`src/rtl/conv1_pkg.sv`:
```
// Shared defaults, FSM state encoding and frame-geometry helper for the conv1 window reader.
package conv1_pkg;

    localparam int unsigned DEF_DATA_WIDTH = 16;
    localparam int unsigned DEF_IMG_W      = 224;
    localparam int unsigned DEF_IMG_H      = 224;

    localparam int unsigned ST_BITS = 3;
    typedef logic [ST_BITS-1:0] conv1_state_t;

    localparam conv1_state_t ST_IDLE    = 3'd0;
    localparam conv1_state_t ST_READ    = 3'd1;
    localparam conv1_state_t ST_CAPTURE = 3'd2;
    localparam conv1_state_t ST_HOLD    = 3'd3;
    localparam conv1_state_t ST_DONE    = 3'd4;

    // Linear index of the last buffer read of a frame (bottom-right valid window origin).
    function automatic int unsigned p_last(input int unsigned img_w, input int unsigned img_h);
        return (img_h - 3) * img_w + img_w - 3;
    endfunction

endpackage

```
`src/rtl/conv1_pos_counter.sv`:
```
// Row/col/linear position counter for the window reader; flags are registered
// alongside the position so they always describe the current row/col.
module conv1_pos_counter
    import conv1_pkg::*;
#(
    parameter int unsigned IMG_W    = DEF_IMG_W,
    parameter int unsigned IMG_H    = DEF_IMG_H,
    parameter int unsigned ROW_BITS = $clog2(IMG_H),
    parameter int unsigned COL_BITS = $clog2(IMG_W),
    parameter int unsigned POS_BITS = $clog2(IMG_H * IMG_W + 1)
) (
    input  logic                clk,
    input  logic                rst_a_n,
    input  logic                clear,
    input  logic                advance,
    output logic [ROW_BITS-1:0] row,
    output logic [COL_BITS-1:0] col,
    output logic                is_last,
    output logic                in_range
);

    localparam logic [POS_BITS-1:0] POS_LAST = POS_BITS'(p_last(IMG_W, IMG_H));
    localparam logic [COL_BITS-1:0] COL_MAX  = COL_BITS'(IMG_W - 1);
    localparam logic [COL_BITS-1:0] COL_VMAX = COL_BITS'(IMG_W - 3);

    logic [ROW_BITS-1:0] row_q, row_d;
    logic [COL_BITS-1:0] col_q, col_d;
    logic [POS_BITS-1:0] pos_q, pos_d;
    logic                is_last_q;
    logic                in_range_q;

    // Next position: clear wins over advance; col wraps into the next row.
    always_comb begin
        row_d = row_q;
        col_d = col_q;
        pos_d = pos_q;
        if (clear) begin
            row_d = '0;
            col_d = '0;
            pos_d = '0;
        end else if (advance) begin
            pos_d = pos_q + POS_BITS'(1);
            if (col_q == COL_MAX) begin
                col_d = '0;
                row_d = row_q + ROW_BITS'(1);
            end else begin
                col_d = col_q + COL_BITS'(1);
            end
        end
    end

    // Position and derived flags registered together.
    always_ff @(posedge clk or negedge rst_a_n) begin
        if (!rst_a_n) begin
            row_q      <= '0;
            col_q      <= '0;
            pos_q      <= '0;
            is_last_q  <= 1'b0;
            in_range_q <= 1'b0;
        end else begin
            row_q      <= row_d;
            col_q      <= col_d;
            pos_q      <= pos_d;
            is_last_q  <= (pos_d == POS_LAST);
            in_range_q <= (col_d <= COL_VMAX);
        end
    end

    assign row      = row_q;
    assign col      = col_q;
    assign is_last  = is_last_q;
    assign in_range = in_range_q;

endmodule

```
`src/rtl/conv1_window_reader.sv`:
```
// Read-side controller for the conv1 3x3 window buffer: reads every position,
// drops row-wrapping windows and hands valid ones downstream on valid/ready.
// Optional build macro CONV1_STRIDE2_EN keeps only even row/col windows and
// reports halved coordinates.
module conv1_window_reader
    import conv1_pkg::*;
#(
    parameter int unsigned DATA_WIDTH = DEF_DATA_WIDTH,
    parameter int unsigned IMG_W      = DEF_IMG_W,
    parameter int unsigned IMG_H      = DEF_IMG_H,
    parameter int unsigned ROW_BITS   = $clog2(IMG_H),
    parameter int unsigned COL_BITS   = $clog2(IMG_W)
) (
    input  logic                    clk,
    input  logic                    rst_a_n,
    input  logic                    start,
    input  logic                    buf_empty,
    output logic                    buf_rd_en,
    input  logic [9*DATA_WIDTH-1:0] buf_data,
    output logic [9*DATA_WIDTH-1:0] win_data,
    output logic [ROW_BITS-1:0]     win_row,
    output logic [COL_BITS-1:0]     win_col,
    output logic                    win_valid,
    input  logic                    win_ready,
    output logic                    busy,
    output logic                    done
);

    localparam int unsigned WORD_W   = 9 * DATA_WIDTH;
    localparam int unsigned POS_BITS = $clog2(IMG_H * IMG_W + 1);

    conv1_state_t        state_q, state_d;
    logic [WORD_W-1:0]   win_data_q, win_data_d;
    logic [ROW_BITS-1:0] win_row_q, win_row_d;
    logic [COL_BITS-1:0] win_col_q, win_col_d;
    logic                win_valid_q;
    logic                busy_q;
    logic                done_q;

    logic                rd_en_c;
    logic                cnt_clear_c;
    logic                cnt_advance_c;
    logic                keep_c;
    logic [ROW_BITS-1:0] tag_row_c;
    logic [COL_BITS-1:0] tag_col_c;

    logic [ROW_BITS-1:0] pos_row;
    logic [COL_BITS-1:0] pos_col;
    logic                pos_last;
    logic                pos_in_range;

    conv1_pos_counter #(
        .IMG_W    (IMG_W),
        .IMG_H    (IMG_H),
        .ROW_BITS (ROW_BITS),
        .COL_BITS (COL_BITS),
        .POS_BITS (POS_BITS)
    ) u_pos (
        .clk      (clk),
        .rst_a_n  (rst_a_n),
        .clear    (cnt_clear_c),
        .advance  (cnt_advance_c),
        .row      (pos_row),
        .col      (pos_col),
        .is_last  (pos_last),
        .in_range (pos_in_range)
    );

    // Window filter and the coordinates reported with a kept window.
`ifdef CONV1_STRIDE2_EN
    assign keep_c    = pos_in_range & ~pos_row[0] & ~pos_col[0];
    assign tag_row_c = pos_row >> 1;
    assign tag_col_c = pos_col >> 1;
`else
    assign keep_c    = pos_in_range;
    assign tag_row_c = pos_row;
    assign tag_col_c = pos_col;
`endif

    // Next-state, read strobe, counter control and capture mux.
    always_comb begin
        state_d       = state_q;
        rd_en_c       = 1'b0;
        cnt_clear_c   = 1'b0;
        cnt_advance_c = 1'b0;
        win_data_d    = win_data_q;
        win_row_d     = win_row_q;
        win_col_d     = win_col_q;
        case (state_q)
            ST_IDLE: begin
                if (start) begin
                    cnt_clear_c = 1'b1;
                    state_d     = ST_READ;
                end
            end
            ST_READ: begin
                if (!buf_empty) begin
                    rd_en_c = 1'b1;
                    state_d = ST_CAPTURE;
                end
            end
            ST_CAPTURE: begin
                win_data_d = buf_data;
                win_row_d  = tag_row_c;
                win_col_d  = tag_col_c;
                if (keep_c) begin
                    state_d = ST_HOLD;
                end else if (pos_last) begin
                    state_d = ST_DONE;
                end else begin
                    cnt_advance_c = 1'b1;
                    state_d       = ST_READ;
                end
            end
            ST_HOLD: begin
                if (win_ready) begin
                    if (pos_last) begin
                        state_d = ST_DONE;
                    end else begin
                        cnt_advance_c = 1'b1;
                        state_d       = ST_READ;
                    end
                end
            end
            ST_DONE: begin
                state_d = ST_IDLE;
            end
            default: begin
                state_d = ST_IDLE;
            end
        endcase
    end

    // State and registered outputs; status flags track the state being entered.
    always_ff @(posedge clk or negedge rst_a_n) begin
        if (!rst_a_n) begin
            state_q     <= ST_IDLE;
            win_data_q  <= '0;
            win_row_q   <= '0;
            win_col_q   <= '0;
            win_valid_q <= 1'b0;
            busy_q      <= 1'b0;
            done_q      <= 1'b0;
        end else begin
            state_q     <= state_d;
            win_data_q  <= win_data_d;
            win_row_q   <= win_row_d;
            win_col_q   <= win_col_d;
            win_valid_q <= (state_d == ST_HOLD);
            busy_q      <= (state_d != ST_IDLE);
            done_q      <= (state_d == ST_DONE);
        end
    end

    // Read strobe stays combinational so it can never fire against a just-raised empty flag.
    assign buf_rd_en = rd_en_c;
    assign win_data  = win_data_q;
    assign win_row   = win_row_q;
    assign win_col   = win_col_q;
    assign win_valid = win_valid_q;
    assign busy      = busy_q;
    assign done      = done_q;

endmodule

```
`config.mk`:
```
export PLATFORM = sky130hd
export DESIGN_NAME = conv1_window_reader
export DESIGN_NICKNAME = d
export VERILOG_FILES = /design/src/rtl/conv1_pkg.sv /design/src/rtl/conv1_pos_counter.sv /design/src/rtl/conv1_window_reader.sv
export SDC_FILE = /design/constraint.sdc
export NUM_CORES = 1
export LEC_CHECK = 0
export ABC_AREA = 1
export CORE_MARGIN = 4
export CORE_UTILIZATION = 44
export CTS_CLUSTER_DIAMETER = 100
export DETAILED_ROUTE_END_ITERATION = 8
export PLACE_DENSITY = 0.79
export SLEW_MARGIN = 10
export SYNTH_ARGS = -nofsm -noshare
export SYNTH_HDL_FRONTEND = slang
export SYNTH_SLANG_ARGS = --single-unit
```
`constraint.sdc`:
```
create_clock -name clk -period 1.9 [get_ports clk]
set_input_delay 0.285 -clock clk [delete_from_list [all_inputs] [get_ports clk]]
set_output_delay 0.285 -clock clk [all_outputs]
set_load 0.05 [all_outputs]
```
# After elaboration in Yosys (flattened, before gate mapping)
# Index checks and enable logic that the tools add are counted.
[word_totals]
inputBits = 149
out_inout_bits = 164
wordCells = 50
ff_bits = 200
[classes]
n_lt_le_gt_ge = 1
n_addsub = 3
reduce_logical = 5
n_eq_ne = 7
muxes = 22
[op_table]
columns = ["operator", "count"]
rows = [
  ["$mux W8", 6],
  ["$mux W16", 2],
  ["$add A16 B1 Y16 const B", 1],
  ["$add A8 B1 Y8 const B", 2],
  ["$eq A16 B16 Y1 const B", 1],
  ["$mux W3", 5],
  ["$pmux W3 S4", 1],
  ["$eq A3 B2 Y1 const B", 3],
  ["$eq A8 B8 Y1 const B", 1],
  ["$le A8 B8 Y1 const B", 1],
  ["$mux W1", 7],
  ["$reduce_bool A2 Y1", 2],
  ["$eq A3 B1 Y1 const B", 1],
  ["$eq A3 B3 Y1 const B", 1],
  ["$logic_not A3 Y1", 1],
  ["$reduce_bool A3 Y1", 1],
  ["$pmux W1 S2", 1],
  ["$reduce_and A2 Y1", 1],
]

# Logic depth before layout (Yosys ltp)
# Gate-level depths: netlist of run 1.
[depth]
depth_word = 6
depth_mapped = 13
depth_no_buf = 12

# Modules after synthesis
# Synthesis of run 1 repeated with hierarchy kept, for this count alone.
[hier_totals]
hier_cells = 995
hier_area_um2 = 8603.3
[modules_own_cells]
columns = ["mod", "n_inst", "seq_area_each_um2", "cells_per_inst", "area_each_um2"]
rows = [
  ["conv1_window_reader", 1, 4154.0, 743, 6623.9],
  ["conv1_pos_counter", 1, 850.8, 252, 1979.4],
]

# Least setup slack after synthesis of run 1
# Ideal clock, no wire load.
[synth_path]
path_type = "reg-to-reg"
startpoint = "register u_pos.col_q[0], in the netlist u_pos.col[0]"
endpoint = "register u_pos.in_range_q, in the netlist u_pos.in_range"
path_stages_with_launch = 11
setup_time_ns = 0.117
slack_ns = 0.270
n_path_buf = 0
period_less_slack_ns = 1.630
required_ns = 1.783
arrival_ns = 1.512
path_cell_list = "dfrtp_1 ha_1 nand3_1 inv_1 nand2_1 nor2_4 nor2_2 nand2_1 or2_1 nor2_1 nand2_1"
[synth_between]
elab_chain_cells = 5
word_cells_on_any_way = 6
cone_classes = "add/sub: 1; order compare: 1; eq/ne: 1; mux: 3"
[synth_rtl]
columns = ["element", "line_no", "text"]
rows = [
  ["from (decl)", "conv1_pos_counter.sv:27", "logic [COL_BITS-1:0] col_q, col_d;"],
  ["from (signal assigned)", "conv1_pos_counter.sv:62", "col_q <= col_d;"],
  ["$add A8 B1 Y8 / $eq A8 B8 Y1 (equally long branches)", "conv1_pos_counter.sv:47, conv1_pos_counter.sv:43", ""],
  ["$mux W8", "conv1_pos_counter.sv:43", "if (col_q == COL_MAX) begin"],
  ["$mux W8 (*)", "conv1_pos_counter.sv:41", "end else if (advance) begin"],
  ["$mux W8 (*)", "conv1_pos_counter.sv:37", "if (clear) begin"],
  ["$le A8 B8 Y1 (*)", "conv1_pos_counter.sv:65", "in_range_q <= (col_d <= COL_VMAX);"],
  ["to (signal assigned)", "conv1_pos_counter.sv:65", ""],
  ["to (decl)", "conv1_pos_counter.sv:30", "logic in_range_q;"],
]
# Every way passes the cells marked *; elsewhere a longest branch is shown, timed or not.
# A chain may end at the register's enable or synchronous reset.

# Final worst setup path of run 1
[layout_path]
startpoint = "register win_data_q[81], in the netlist win_data[81]"
endpoint = "output win_data[81]"
[layout_rtl]
columns = ["element", "line_no", "text"]
rows = [
  ["from (decl)", "conv1_window_reader.sv:33", "logic [WORD_W-1:0] win_data_q, win_data_d;"],
  ["from (signal assigned)", "conv1_window_reader.sv:146", "win_data_q <= win_data_d;"],
  ["to (decl)", "conv1_window_reader.sv:20", "output logic [9*DATA_WIDTH-1:0] win_data,"],
]
# No word-level cell between the ends.

==> results.sh, run 1 <==
export IMPL_required_ns=1.62
export IMPL_critPathMaxStageDelay_ns=0.80
export IMPL_ir_worst_vdd_uv=1160
export IMPL_p_leak_uw=0.00719
export IMPL_grtUsageTotal=0.238
export IMPL_antenna_found_initial=0
export IMPL_cts_clk_slew_worst_paths_ns=0.08
export IMPL_start_kind="flip-flop"
export IMPL_n_antenna_cell=0
export IMPL_path_delay_family="buffers and inverters"
export IMPL_area_growth_pct=52.2
export IMPL_gp_congestion=0.881
export IMPL_num_io_pins=313
export IMPL_arrival_ns=1.57
export IMPL_rsz0062_at_grt="true"
export IMPL_cts_max_path_buffers=2
export IMPL_worst_slew_pin_transition_ns=0.554
export IMPL_cts_sinks=200
export IMPL_vias=7606
export IMPL_crit_fanout=2
export IMPL_cts_tree="yes"
export IMPL_max_cap_viol_count=0
export IMPL_fin_skew_ns=0.0129
export IMPL_timing_fmax_mhz=540
export IMPL_worstSetupPathType="flip-flop to output port"
export IMPL_synth_area_sq_um=8230
export IMPL_start_util=0.452
export IMPL_slew_viol_final=0
export IMPL_grt_pass1_vias=7501
export IMPL_min_path_type="input pin to async pin"
export IMPL_hpwl_microns=18600
export IMPL_synth_seq_cells=200
export IMPL_nNetsFinal=1465
export IMPL_dr_pass1_iters=5
export IMPL_synth_warnings=0
export IMPL_wirelength_microns=26000
export IMPL_final_util=0.688
export IMPL_crit_path_end_kind="output port"
export IMPL_clkLatencyLatePin_ns=0.43
export IMPL_drt_iter0_drc=485
export IMPL_drc_errors=0
export IMPL_grt_pass1_wl_microns=39100
export IMPL_slew_headroom=0.632
export IMPL_grt_max_degree=81
export IMPL_seq_area_frac_synth=0.608
export IMPL_synth_cell_types=33
export IMPL_cts_root_buffer_cell="clkbuf_16"
export IMPL_cpMaxStageDelayCell="clkdlybuf4s50_1"
export IMPL_postSynthAreaPerCell_sq_um=8.33
export IMPL_drive_gt1_frac=0.0837
export IMPL_syn_nets=1140
export IMPL_rows=49
export IMPL_whs_ns=0.338
export IMPL_coreArea_sq_um=18200
export IMPL_final_antenna_net_count=0
export IMPL_hold_viol=0
export IMPL_via_per_inst=4.89
export IMPL_crit_chain="clkdlybuf4s50_1"
export IMPL_dieWidth_microns=145
export IMPL_min_period_over_period=0.974
export IMPL_die_h_microns=145
export IMPL_die_area_sq_um=21000
export IMPL_status="complete, no violations"
export IMPL_synth_cells=988
export IMPL_powerDensity_nw_per_um2=1870
export IMPL_io_buffers=312
export IMPL_wl_per_cell_microns=16.7
export IMPL_htreeDepth=4
export IMPL_gr_total_overflow=0
export IMPL_numCtsBuffers=17
export IMPL_period_needed_ns=1.85
export IMPL_finalPower_uw=23500
export IMPL_finalSetupViolations=0
export IMPL_path_buf_inv=1
-- path summary, 6_finish.rpt --
kind / startpoint / endpoint / slack [ns] / cells past startpoint
hold reg to reg: win_data[20] / win_data[20] / 0.47 / 2
max in group asynchronous: rst_a_n / u_pos.col[2] / 0.86 / 3
setup reg to reg: u_pos.col[0] / u_pos.row[3] / 0.08 / 9
setup / recovery: win_data[81] / win_data[81] / 0.05 / 1
min in group clk: buf_data[3] / win_data[3] / 0.38 / 3
hold / removal: rst_a_n / win_data[41] / 0.34 / 2
-- what timing repair did --
action / in CTS / in global routing
pin swaps: 0 / 1
gates resized for setup: 79 / 71
setup endpoints to repair: 79 / 64
buffers inserted: 0 / 1
hold buffers: 1 / 0
hold endpoints to repair: 39 / 0
-- metrics by stage --
stage               worst slack, ns  cells  instance area (sq um)  setup TNS, ns
floorplan                     0.270    988                   8230              0
global placement            -0.0589   1521                  11800        -0.0737
detailed placement           -0.147   1521                  11800         -0.282
CTS                       0.0000282   1554                  12300              0
global route                -0.0617   1555                  12500        -0.0786
finish                       0.0497   1555                  12500              0
-- cell type report --
type,count,area [sq um]
fillers,1441,5680
repair buffers,345,3480
flip-flops and latches,200,5010
clock inverters,13,211
inverters,64,243
multi-input cells,685,2860
clock buffers,19,443
well taps,229,287
-- cell usage in the layout, fill, tap and decap left out, drive strengths merged, types with 2 or more instances in the layout --
cell type	netlist	final
nand3	32	32
o32ai	2	2
dlygate4sd2	0	79
clkinv	0	2
nor2	45	45
nand3b	2	2
ha	3	3
clkinvlp	0	2
buf	11	55
dlymetal6s2s	0	59
dfrtp	200	200
nor3	8	8
a21oi	8	8
o21ai	28	28
nor4	2	2
or2	2	2
clkdlybuf4s50	0	150
bufinv	0	4
inv	64	69
nand4	9	9
nand2	539	539
clkbuf	28	20
-- kinds of logic (layout without fill, tap and decap cells) --
family / after synthesis / in the layout / share of synthesized area
AOI/OAI and AO/OA: 41 / 41 / 0.0269
adders and majority gates: 3 / 3 / 0.00456
and+or+nand+nor: 640 / 640 / 0.309
xor gates and xnor gates: 1 / 1 / 0.00106
DFF: 200 / 200 / 0.608
buffers and inverters: 103 / 441 / 0.0503
-- registers in the layout, summed over array words and instances (netlist names) --
| signal | count |
|---|---|
| done | 1 |
| win_row | 8 |
| u_pos.col | 8 |
| u_pos.is_last | 1 |
| busy | 1 |
| win_data | 144 |
| u_pos.in_range | 1 |
| state_q | 3 |
| win_valid | 1 |
| u_pos.row | 8 |
| u_pos.pos_q | 16 |
| win_col | 8 |
-- cell usage after synthesis --
master,n,share of area
buf_2,7,0.0043
o32ai_1,2,0.0021
buf_6,2,0.0027
nand2_4,1,0.0014
nor4_1,2,0.0015
a221oi_1,1,0.0011
nand2_2,1,0.00076
nor3_2,1,0.0012
inv_1,57,0.026
dfrtp_1,200,0.61
a21oi_1,8,0.0049
nor3_1,7,0.0043
nand4_2,2,0.0030
nand3b_1,2,0.0018
nor2_2,4,0.0030
clkbuf_1,28,0.013
buf_1,1,0.00046
nand3_2,1,0.0012
nand2_1,537,0.24
nor2_4,1,0.0014
o21ai_1,5,0.0030
nand4_1,7,0.0053
inv_2,7,0.0032
buf_4,1,0.00091
o21bai_1,1,0.00091
nor2_1,40,0.018
nand3_1,31,0.019
o21ai_0,23,0.014
or3_1,1,0.00076
or2_1,2,0.0015
a22oi_1,1,0.00091
ha_1,3,0.0046
xnor2_1,1,0.0011
-- layer usage --
layer | track usage | up-vias | part of all wire
met3 | 0.0746 | 55 | 0.086
met5 | 0 | - | 0
met4 | 0.0776 | 0 | 0.032
met2 | 0.402 | 302 | 0.50
met1 | 0.292 | 3575 | 0.38
li1 | - | 3674 | -
-- report_power, final --
part           switching [uW]  total (uW)  internal (uW)
clock                    1720        4020           2290
combinational            9120       12600           3510
sequential                874        6820           5940
total                   11700       23500          11700
No activity file was read; power rests on OpenSTA's default activity.
==> run 2, diff against run 1 <==
--- a/config.mk
+++ b/config.mk
@@ -7,10 +7,11 @@
 export LEC_CHECK = 0
 export ABC_AREA = 1
 export CORE_MARGIN = 4
-export CORE_UTILIZATION = 44
+export CORE_UTILIZATION = 45
 export CTS_CLUSTER_DIAMETER = 100
 export DETAILED_ROUTE_END_ITERATION = 8
-export PLACE_DENSITY = 0.79
+export GPL_TIMING_DRIVEN = 1
+export PLACE_DENSITY = 0.81
 export SLEW_MARGIN = 10
 export SYNTH_ARGS = -nofsm -noshare
 export SYNTH_HDL_FRONTEND = slang
==> constraint.sdc (replaced) <==
create_clock -name clk -period 2.19 [get_ports clk]
set_input_delay 0.3285 -clock clk [delete_from_list [all_inputs] [get_ports clk]]
set_output_delay 0.3285 -clock clk [all_outputs]
set_load 0.05 [all_outputs]
==> run 2 against run 1 <==
Net effect: register-to-register slack improved by 0.18 ns; combinational power decreased by 9.5%; sequential share of layout area increased by 0.78 points; sequential cell count unchanged; power decreased by 13%; cell area decreased by 1.9%; sequential power decreased by 13%; clock power decreased by 21%; highest routed layer unchanged; final cell count decreased by 1.1%.
==> results.sh, run 2 (same netlist as run 1, synthesis figures left out) <==
export IMPL_drc_errors=0
export IMPL_cts_sinks=200
export IMPL_dp_cells=1505
export IMPL_final_util=0.684
export IMPL_p_leak_uw=0.00613
export IMPL_cts_max_path_buffers=2
export IMPL_path_buf_inv=1
export IMPL_period_needed_ns=2.01
export IMPL_multi_input_area_sq_um=2820
export IMPL_cpMaxStageDelayCell="clkdlybuf4s50_1"
export IMPL_fin_skew_ns=0.0119
export IMPL_setup_tns_ns=0
export IMPL_start_util=0.458
export IMPL_required_ns=1.86
export IMPL_worst_slew_pin_transition_ns=0.644
export IMPL_fin_ws_ns=0.182
export IMPL_via_per_inst=4.86
export IMPL_path_delay_family="buffers and inverters"
export IMPL_grt_pass1_wl_microns=38800
export IMPL_final_cell_mix="nand2_1 (536), clkdlybuf4s50_1 (309), dfrtp_1 (200)"
export IMPL_ir_worst_vdd_uv=1100
export IMPL_drive_gt1_frac=0.0527
export IMPL_hpwl_microns=18100
export IMPL_grt_max_degree=118
export IMPL_gr_total_overflow=0
export IMPL_die_h_microns=143
export IMPL_clkLatencyLatePin_ns=0.43
export IMPL_io_buffers=312
export IMPL_dr_pass1_iters=4
export IMPL_cts_tree="yes"
export IMPL_critical_path_depth=1
export IMPL_arrival_ns=1.68
export IMPL_gp_congestion=0.877
export IMPL_rows=49
export IMPL_grt_pass1_vias=7490
export IMPL_fill_cells=1398
export IMPL_htreeDepth=4
export IMPL_vias=7471
export IMPL_place_ws_ns=0.106
export IMPL_wirelength_microns=24900
export IMPL_status="complete, no violations"
export IMPL_slew_headroom=0.569
export IMPL_largest_reg_flops=144
export IMPL_nNetsFinal=1448
export IMPL_area_growth_pct=49.2
export IMPL_cts_root_buffer_cell="clkbuf_16"
export IMPL_rr_worst_depth=11
export IMPL_dieWidth_microns=143
export IMPL_num_io_pins=313
export IMPL_start_kind="flip-flop"
export IMPL_min_path_type="input pin to flip-flop"
export IMPL_die_area_sq_um=20500
export IMPL_max_cap_viol_count=0
export IMPL_layout_commonest_cell="nand2_1"
export IMPL_whs_path_depth=3
export IMPL_hold_viol=0
export IMPL_cts_clk_slew_worst_paths_ns=0.08
export IMPL_grtUsageTotal=0.240
export IMPL_fin_cells=1538
export IMPL_finalPower_uw=20500
export IMPL_n_antenna_cell=0
export IMPL_worstSetupPathType="flip-flop to output port"
export IMPL_crit_chain="clkdlybuf4s50_1"
export IMPL_slew_viol_final=0
export IMPL_ff_latch_area_sq_um=5000
export IMPL_timing_fmax_mhz=498
export IMPL_antenna_found_initial=0
export IMPL_min_period_over_period=0.917
export IMPL_drt_iter0_drc=445
export IMPL_coreArea_sq_um=18000
export IMPL_crit_fanout=2
export IMPL_powerDensity_nw_per_um2=1670
export IMPL_finalSetupViolations=0
export IMPL_final_antenna_net_count=0
export IMPL_rsz0062_at_grt="false"
export IMPL_postCtsSetupRepairBufs=0
export IMPL_critPathMaxStageDelay_ns=0.88
export IMPL_wl_per_cell_microns=16.2
export IMPL_numCtsBuffers=17
export IMPL_crit_path_end_kind="output port"
==> run 2: changes by cell type in the layout (fill, tap and decap cells not counted), sizes merged <==
cell | before | now
clkbuf | 20 | 21
bufinv | 4 | 1
clkinvlp | 2 | 0
inv | 69 | 71
clkdlybuf4s50 | 150 | 309
buf | 55 | 17
dlymetal6s2s | 59 | 0
dlygate4sd2 | 79 | 0
clkinv | 2 | 4
==> run 2: stage by stage <==
| stage | area [sq um] | hold slack, ns |
|---|---|---|
| 2_1_floorplan | 8230 | 0.0329 |
| 3_3_place_gp | 11700 | 0.336 |
| 3_5_place_dp | 11700 | 0.337 |
| 4_1_cts | 12300 | 0.409 |
| 5_1_grt | 12300 | 0.416 |
| 6_report | 12300 | 0.422 |
==> run 2: cell type report <==
cell class                      instances  area share
Tap cell                              229      0.0233
Multi-Input combinational cell        685       0.230
Timing Repair Buffer                  328       0.271
Inverter                               64      0.0198
Sequential cell                       200       0.407
Clock inverter                         12      0.0106
Clock buffer                           20      0.0380
==> run 2: repair_timing <==
item | 4_1_cts | 5_1_grt
hold endpoints to repair | 52 | 0
hold buffers | 1 | 0
setup endpoints to repair | 0 | 0
gates resized for setup | 0 | 0
==> run 2: power breakdown <==
group | internal [uW] | leakage (uW) | switching [uW]
combinational | 3510 | 0.00330 | 7860
sequential | 5160 | 0.00253 | 777
clock | 1710 | 0.000298 | 1480
total | 10400 | 0.00613 | 10100
==> run 2: metal layers <==
layer | up-vias | GRT usage | share of wire
met4 | 0 | 0.0951 | 0.030
met5 | - | 0 | 0
met3 | 46 | 0.0687 | 0.084
li1 | 3640 | - | -
met2 | 267 | 0.398 | 0.49
met1 | 3518 | 0.297 | 0.39
==> run 2: path summary, 6_finish.rpt <==
kind / endpoint / start / slack (ns)
worst min-delay path: win_data[56] / buf_data[56] / 0.42
worst max-delay path: win_data[37] / win_data[37] / 0.18
max in group asynchronous: win_data[99] / rst_a_n / 1.06
worst min register to register: win_data[70] / win_data[70] / 0.48
worst max register to register: u_pos.is_last / u_pos.pos_q[0] / 0.26
min in group asynchronous: win_data[26] / rst_a_n / 0.46
